[config.mk]
export PLATFORM = sky130hd
export DESIGN_NAME = regfile_sb_flat
export DESIGN_NICKNAME = d
export VERILOG_FILES = /design/src/rtl/regfile_sb_if.sv /design/src/rtl/regfile_sb.sv /design/src/flat_wrapper.sv
export SDC_FILE = /design/constraint.sdc
export NUM_CORES = 2
export LEC_CHECK = 0
export ABC_AREA = 0
export BUFFER_PORTS_ARGS = -buffer_cell sky130_fd_sc_hd__buf_2
export CORE_UTILIZATION = 45
export CTS_CLUSTER_DIAMETER = 150
export DETAILED_ROUTE_END_ITERATION = 16
export GPL_TIMING_DRIVEN = 0
export PLACE_DENSITY = 0.56
export SLEW_MARGIN = 20
export SYNTH_ARGS = -nofsm -noshare
export SYNTH_HDL_FRONTEND = slang
export SYNTH_SLANG_ARGS = --single-unit
export TNS_END_PERCENT = 50
[constraint.sdc]
create_clock -name clk -period 5.65 [get_ports clk]
set_input_delay 1.13 -clock clk [delete_from_list [all_inputs] [get_ports clk]]
set_output_delay 1.13 -clock clk [all_outputs]
set_load 0.02 [all_outputs]
[src/rtl/regfile_sb_if.sv]
// Decode/writeback-facing bundle of the scoreboarded register file.
// The master modport is the pipeline side; the slave modport is the register file itself.
interface regfile_sb_if #(
    parameter int DATA_W = 32,
    parameter int ADDR_W = 5,
    parameter int NRD    = 2
);
    logic [NRD*ADDR_W-1:0] rd_addr;
    logic [NRD*DATA_W-1:0] rd_data;
    logic [NRD-1:0]        rd_busy;
    logic                  issue_en;
    logic [ADDR_W-1:0]     issue_addr;
    logic                  issue_ready;
    logic                  wr_en;
    logic [ADDR_W-1:0]     wr_addr;
    logic [DATA_W-1:0]     wr_data;
    logic                  sb_err;

    modport master (
        output rd_addr, issue_en, issue_addr, wr_en, wr_addr, wr_data,
        input  rd_data, rd_busy, issue_ready, sb_err
    );

    modport slave (
        input  rd_addr, issue_en, issue_addr, wr_en, wr_addr, wr_data,
        output rd_data, rd_busy, issue_ready, sb_err
    );
endinterface

[src/rtl/regfile_sb.sv]
// Scoreboarded register file: NRD combinational reads (0 cycles), writes/counters land next edge; writeback bypass under GRF_BYPASS_EN.
// Backpressure: issue_ready drops while the destination's pending counter is saturated; decode holds the issue.
module regfile_sb #(
    parameter int DATA_W = 32,
    parameter int ADDR_W = 5,
    parameter int NRD    = 2,
    parameter int PEND_W = 2
) (
    input  logic        clk,
    input  logic        reset,
    regfile_sb_if.slave bus
);
    localparam int DEPTH = 1 << ADDR_W;
    localparam logic [PEND_W-1:0] PMAX = '1;

    logic [DATA_W-1:0] mem [DEPTH];
    logic [PEND_W-1:0] cnt [DEPTH];
    logic              sb_err_q;

    logic              issue_acc;
    logic              retire;
    logic              same_reg;
    logic [NRD*DATA_W-1:0] rd_data_c;
    logic [NRD-1:0]        rd_busy_c;
    logic [ADDR_W-1:0]     ra;

    assign bus.issue_ready = (bus.issue_addr == '0) || (cnt[bus.issue_addr] != PMAX);
    assign issue_acc       = bus.issue_en && bus.issue_ready && (bus.issue_addr != '0);
    assign retire          = bus.wr_en && (bus.wr_addr != '0);
    assign same_reg        = issue_acc && retire && (bus.issue_addr == bus.wr_addr);

    always_ff @(posedge clk or negedge reset) begin
        if (!reset) begin
            for (int r = 0; r < DEPTH; r++) begin
                mem[r] <= '0;
                cnt[r] <= '0;
            end
            sb_err_q <= 1'b0;
        end else begin
            if (retire) begin
                mem[bus.wr_addr] <= bus.wr_data;
                if (cnt[bus.wr_addr] == '0) begin
                    sb_err_q <= 1'b1;
                end
            end
            // Issue and retire on one register cancel, except an underflowing retire leaves the new issue pending.
            if (same_reg) begin
                if (cnt[bus.wr_addr] == '0) begin
                    cnt[bus.wr_addr] <= PEND_W'(1);
                end
            end else begin
                if (issue_acc) begin
                    cnt[bus.issue_addr] <= cnt[bus.issue_addr] + 1'b1;
                end
                if (retire && (cnt[bus.wr_addr] != '0)) begin
                    cnt[bus.wr_addr] <= cnt[bus.wr_addr] - 1'b1;
                end
            end
        end
    end

    always_comb begin
        rd_data_c = '0;
        rd_busy_c = '0;
        ra        = '0;
        for (int i = 0; i < NRD; i++) begin
            ra = bus.rd_addr[i*ADDR_W +: ADDR_W];
            if (ra != '0) begin
                rd_data_c[i*DATA_W +: DATA_W] = mem[ra];
                rd_busy_c[i]                  = (cnt[ra] != '0);
`ifdef GRF_BYPASS_EN
                // The retiring write is forwarded; busy reflects the counter after this retire.
                if (retire && (ra == bus.wr_addr)) begin
                    rd_data_c[i*DATA_W +: DATA_W] = bus.wr_data;
                    rd_busy_c[i] = (cnt[ra] > PEND_W'(1)) ||
                                   (issue_acc && (bus.issue_addr == ra));
                end
`endif
            end
        end
    end

    assign bus.rd_data = rd_data_c;
    assign bus.rd_busy = rd_busy_c;
    assign bus.sb_err  = sb_err_q;
endmodule
[src/flat_wrapper.sv]
// flat-port wrapper written by rule: the top's interface ports become plain ports
module regfile_sb_flat 
#(
    parameter int DATA_W = 32,
    parameter int ADDR_W = 5,
    parameter int NRD    = 2,
    parameter int PEND_W = 2
)
  (clk, reset, bus_rd_addr, bus_issue_en, bus_issue_addr, bus_wr_en, bus_wr_addr, bus_wr_data, bus_rd_data, bus_rd_busy, bus_issue_ready, bus_sb_err);
  regfile_sb_if #(.DATA_W(DATA_W), .ADDR_W(ADDR_W), .NRD(NRD)) bus_i ();
  input  logic clk;
  input  logic reset;
  input wire logic [$bits(bus_i.rd_addr)-1:0] bus_rd_addr;
  input wire logic [$bits(bus_i.issue_en)-1:0] bus_issue_en;
  input wire logic [$bits(bus_i.issue_addr)-1:0] bus_issue_addr;
  input wire logic [$bits(bus_i.wr_en)-1:0] bus_wr_en;
  input wire logic [$bits(bus_i.wr_addr)-1:0] bus_wr_addr;
  input wire logic [$bits(bus_i.wr_data)-1:0] bus_wr_data;
  output wire logic [$bits(bus_i.rd_data)-1:0] bus_rd_data;
  output wire logic [$bits(bus_i.rd_busy)-1:0] bus_rd_busy;
  output wire logic [$bits(bus_i.issue_ready)-1:0] bus_issue_ready;
  output wire logic [$bits(bus_i.sb_err)-1:0] bus_sb_err;
  assign bus_i.rd_addr = bus_rd_addr;
  assign bus_i.issue_en = bus_issue_en;
  assign bus_i.issue_addr = bus_issue_addr;
  assign bus_i.wr_en = bus_wr_en;
  assign bus_i.wr_addr = bus_wr_addr;
  assign bus_i.wr_data = bus_wr_data;
  assign bus_rd_data = bus_i.rd_data;
  assign bus_rd_busy = bus_i.rd_busy;
  assign bus_issue_ready = bus_i.issue_ready;
  assign bus_sb_err = bus_i.sb_err;
  regfile_sb #(.DATA_W(DATA_W), .ADDR_W(ADDR_W), .NRD(NRD), .PEND_W(PEND_W)) u_core (.clk(clk), .reset(reset), .bus(bus_i));
endmodule
=== Word level (Yosys, flattened, before mapping) ===
Cells that the tools add are included.

* Register bits after elaboration: 1089
* Input bits: 56
* Output and inout port bits: 68
* Logic and storage cells: 138

* $add $sub $neg: 2
* $lt $le $gt $ge: 6
* Eq/ne operators: 3
* Mux-type cells: 36
* Bitwise gates (word level): 7
* Reduce and logical (&&, ||, !) cells: 19

{| class="wikitable"
|+ Operators by type and width
! cell !! count
|-
| 1024-bit bitwise mux || 1
|-
| 32-bit binary-select mux with 5-bit select || 2
|-
| 64-bit two-way mux || 5
|-
| 32-bit two-way mux || 7
|-
| 32-bit demux with 5-bit select || 1
|-
| 64-bit bitwise mux || 2
|-
| 2-bit binary-select mux with 5-bit select || 4
|-
| 32-bit AND || 1
|-
| 32-bit inverter || 1
|-
| 32-bit bitwise OR || 1
|-
| 6-bit >= comparator, second input constant || 4
|-
| 5-bit inverter with 6-bit output || 4
|-
| 2-bit demux with 5-bit select || 2
|-
| 2-bit two-way mux || 10
|-
| 5-bit nonzero test || 4
|-
| 6-bit by 1-bit < comparator with 1-bit output, second input constant || 2
|-
| 1-bit logical AND || 8
|-
| 2-bit nonzero test || 3
|-
| 5-bit equality test || 1
|-
| 5-bit zero test || 1
|-
| 2-bit inequality test, second input constant || 2
|-
| 2-bit by 1-bit adder with 2-bit output, second input constant || 1
|-
| 2-bit zero test || 1
|-
| 1-bit two-way mux || 2
|-
| 3 further kinds || 3
|}

=== Logic depth before layout (Yosys ltp) ===
* Word-level depth: 14
* Mapped depth: 18

=== Worst setup path after synthesis ===
No wires, ideal clock.

* Path kind: input port to output port
* Start: input port bus_rd_addr[6]
* End: output port bus_rd_busy[1]
* Data arrival time: 3.326 ns
* Path slack: 1.194 ns
* Cell stages on the path: 6
* Path buffers: 3
* Cell sequence: clkbuf_1 clkbuf_1 clkbuf_1 mux4_2 mux4_2 o31ai_1

* Cells in the longest elaborated chain, start to end: 6
* Elaborated cells on any way between the ends: 7
* Those cells by class: mux: 4; bitwise: 1; reduce/logical: 2

{| class="wikitable"
|+ RTL lines
! item !! line !! text
|-
| start, declared || flat_wrapper.sv:13 || <nowiki>input wire logic [$bits(bus_i.rd_addr)-1:0] bus_rd_addr;</nowiki>
|-
| 5-bit inverter with 6-bit output (implied by the code) || regfile_sb.sv:70 || <nowiki>rd_busy_c[i] = (cnt[ra] != '0);</nowiki>
|-
| 2-bit binary-select mux with 5-bit select || regfile_sb.sv:70 ||
|-
| 2-bit two-way mux (implied by the code) (2 in a row) || regfile_sb.sv:70 ||
|-
| 2-bit nonzero test || regfile_sb.sv:70 ||
|-
| 1-bit two-way mux * || regfile_sb.sv:68 || <nowiki>if (ra != '0) begin</nowiki>
|-
| end, declared || flat_wrapper.sv:20 || <nowiki>output wire logic [$bits(bus_i.rd_busy)-1:0] bus_rd_busy;</nowiki>
|}

Every way passes the cells marked *; elsewhere a longest branch is shown, timed or not. The select of a mux whose other input is x is not followed.

=== Worst setup path in the final report ===
* Start: input port bus_rd_addr[1]
* End: output port bus_rd_data[5]

* Cells in the longest elaborated chain, start to end: 5
* Elaborated cells on any way between the ends: 6
* Those cells by class: mux: 4; bitwise: 1; reduce/logical: 1

{| class="wikitable"
|+ RTL lines
! item !! line !! text
|-
| 5-bit inverter with 6-bit output (implied by the code) || regfile_sb.sv:69 || <nowiki>rd_data_c[i*DATA_W +: DATA_W] = mem[ra];</nowiki>
|-
| 32-bit binary-select mux with 5-bit select || regfile_sb.sv:69 ||
|-
| 32-bit two-way mux (implied by the code) (2 in a row) || regfile_sb.sv:69 ||
|-
| 32-bit two-way mux * || regfile_sb.sv:68 ||
|-
| end, declared || flat_wrapper.sv:19 || <nowiki>output wire logic [$bits(bus_i.rd_data)-1:0] bus_rd_data;</nowiki>
|}

Marks and branches as above.

==> results.ini <==
[status]
status=finished, violations left
violations=negative setup slack

[logic_synthesis]
ys_async_sr_fraction_pct=100
synth_ff_type=dfrtp_1
ys_ff_latch=1089
synth_cell_type_count=74
syn-num-nets=4198
netlist_instances=4140
synth_top_family_by_area=multiplexers
synth-seq-area-share_pct=45.1
synth_xor_area_share_pct=0.0724
ys.warnings.count=0
synth_area_um2=60500
synth_edf_count=0
synthSimpleGateAreaFrac_pct=4.91
synth.mux.area_fraction_pct=44.6
yosys.area_share.adder_pct=0.0414
synth-compound-area-share_pct=1.96
syn_avg_cell_area_um2=14.6

[clocking]
root_buffer=clkbuf_16
cts_tree=done
cts_buffers=131
clkTransAtPathRegs_ns=0.06
hold_buffers=0
cts_buffer_depth=3
clock_sinks=1089
htree_levels=4
post_cts_buffers=0
clk-insertion-delay-late_ns=0.79

[global_route]
track_usage_pct=31.8
grt_pass1_wl_um=306000
grt_pass1_vias=41700
antenna_found_initial=6
grt_max_degree=129
gr-total-overflow=0

[critical_path]
r2r_end=u_core.cnt[6]
reg2reg_slack_ns=1.27
start_kind=primary input
rr_worst_depth=11
timing.rr.start=u_core.cnt[30]
path_max_fanout=10
crit_arrival_ns=4.53
crit_type=primary input to output port
required_ns=4.52
endpoint_kind=output port

[detailed_routing]
vias=40700
routed_wl_um=212000
wire_per_inst_um=33.8
firstDrtPassIters=6
vias_per_cell=6.49
drc=0
drt_iter0_drc=4550
drtAntennaViolNets=0

[final_layout]
fin_util_pct=50.9
nets=4455
final_cell_area_um2=67900
nFillCells=11600
areaGrowthSynthToFinish_pct=12.3
drive_gt1_share_pct=46.2

[power_and_ir_drop]
p_per_area_nw_per_um2=377
power.total_mw=25.6
p_leak_nw=29.1
ir_drop_mv=0.213

[sta]
setup_viol=1
whs_ns=0.305
timing.setup.tns_ns=-0.00626
slew_headroom_pct=17.3
fin_ws_ns=-0.00626
finClkSkew_ns=0.0240
tightest_slew_ns=1.24
drv_slew=0
fmax_mhz=177
grt_setup_unrepaired=false
finalCritPeriodShare_pct=100
fin_crit_ns=5.66
hold_viol_final=0

[floorplan]
rows=134
initial_core_util_pct=45.3
pin_count=124
die-area_um2=136000
core_area_um2=133000
die_h_um=369
die_x_um=369

[min_path]
hold_class=primary input to async pin

[place]
gp_congestion=0.974
numPortBuffers=114
dpl-instance-area_um2=63600
detailed_place_hpwl_um=151000

[flow_run]
max_cap_violations=0

cell usage in the layout (no fill, tap or decap), types with 6 or more instances in the layout:
cell,instances
nor3_1,29
nand4_1,10
mux4_2,675
a211oi_1,16
nor2b_1,9
or3_1,21
buf_2,262
clkbuf_8,28
nor4_1,11
dfrtp_1,1089
inv_1,13
buf_16,10
a311oi_1,14
nor2_1,167
buf_6,6
mux2i_1,89
o21ai_1,33
mux2_2,844
nand3_1,48
clkbuf_16,134
nor3b_1,6
nand4b_1,8
mux2_1,119
a21oi_1,42
inv_6,10
buf_1,30
a221oi_1,7
nand2b_1,7
nand3b_1,6
o21ai_0,33
nand2_1,302
clkinv_2,22
buf_4,6
clkbuf_1,255
clkbuf_2,39
worst max path at each step:
stage / from / end / slack [ns] / cells after the start
after floorplan: bus_rd_addr[6] / bus_rd_busy[1] / 1.19 / 6
after global placement: reset / u_core.mem[303] / -21.92 / 1
after detailed placement: bus_rd_addr[1] / bus_rd_data[21] / -0.70 / 8
after CTS: bus_rd_addr[6] / bus_rd_data[53] / -0.17 / 8
after global routing: bus_rd_addr[0] / bus_rd_data[3] / 0.01 / 8
final: bus_rd_addr[1] / bus_rd_data[5] / -0.006 / 8
registers in the layout, indices dropped and copies added, names as in the netlist:
signal / flops
u_core.mem: 1024
u_core.bus.sb_err: 1
u_core.cnt: 64
layout make-up:
type                    instances  area (µm²)  area share (%)
inverters                      14        52.6          0.0774
diodes                          1        2.50         0.00368
flip-flops and latches       1089       27300            40.1
multi-input cells            2577       31200            46.0
plain buffers                 460        2060            3.03
well taps                    1768        2210            3.26
repair buffers                124         861            1.27
clock buffers                 192        3850            5.67
clock inverters                42         384           0.566
synth_stat cells (14+ instances only):
library cell	n	area, µm²
dfrtp_1	1089	27300
mux2_2	844	9500
mux4_2	675	15200
nand2_1	302	1130
clkbuf_1	264	991
nor2_1	170	638
buf_2	133	666
mux2_1	119	1340
mux2i_1	89	891
buf_1	52	195
nand3_1	48	240
a21oi_1	42	210
o21ai_0	33	165
o21ai_1	33	165
nor3_1	29	145
or3_1	21	131
a211oi_1	16	120
a311oi_1	14	123
power breakdown:
group / internal (mW) / switching, mW / leakage [nW] / total (mW)
combinational: 3.42 / 2.93 / 13.1 / 6.34
sequential: 9.41 / 1.36 / 13.9 / 10.8
clock: 4.92 / 3.53 / 2.09 / 8.45
total: 17.7 / 7.82 / 29.1 / 25.6
what timing repair did:
| item | in CTS | in global routing |
|---|---|---|
| endpoints found under the setup margin | 65 | 12 |
| pin swaps | 0 | 0 |
| cloned | 0 | 0 |
| gates resized for setup | 24 | 5 |
layer usage:
layer	vias to the layer above	routed length, µm	global-route usage, %	share of wire [%]
met5	-	25	0	0.012
met1	22100	88100	44.3	42
met4	4	8990	12.3	4.2
met2	1765	97600	48.7	46
li1	16400	-	-	-
met3	426	17300	7.31	8.1
worst max-delay path, stage by stage:
cell	delay, ns
clkbuf_2	0.37
clkbuf_1	0.46
clkbuf_1	0.89
mux4_2	0.45
mux4_2	0.52
mux2i_1	0.41
nor2_1	0.07
buf_2	0.18
cell families after synthesis:
kind of cell | count (synthesis)
adder cells (fa/ha/maj) | 2
AND/OR/NAND/NOR | 660
flip-flops | 1089
XOR/XNOR | 5
buffers and inverters | 474
multiplexers | 1730
AO/OA/AOI/OAI | 180
per-stage QoR:
step	std cells	setup WS [ns]
3_5_place_dp	6032	-0.703
3_3_place_gp	6022	-21.92
2_1_floorplan	4140	1.19
4_1_cts	6266	-0.165
6_report	6267	-0.00626
5_1_grt	6266	0.0126
No activity file was read; power rests on OpenSTA's default activity.
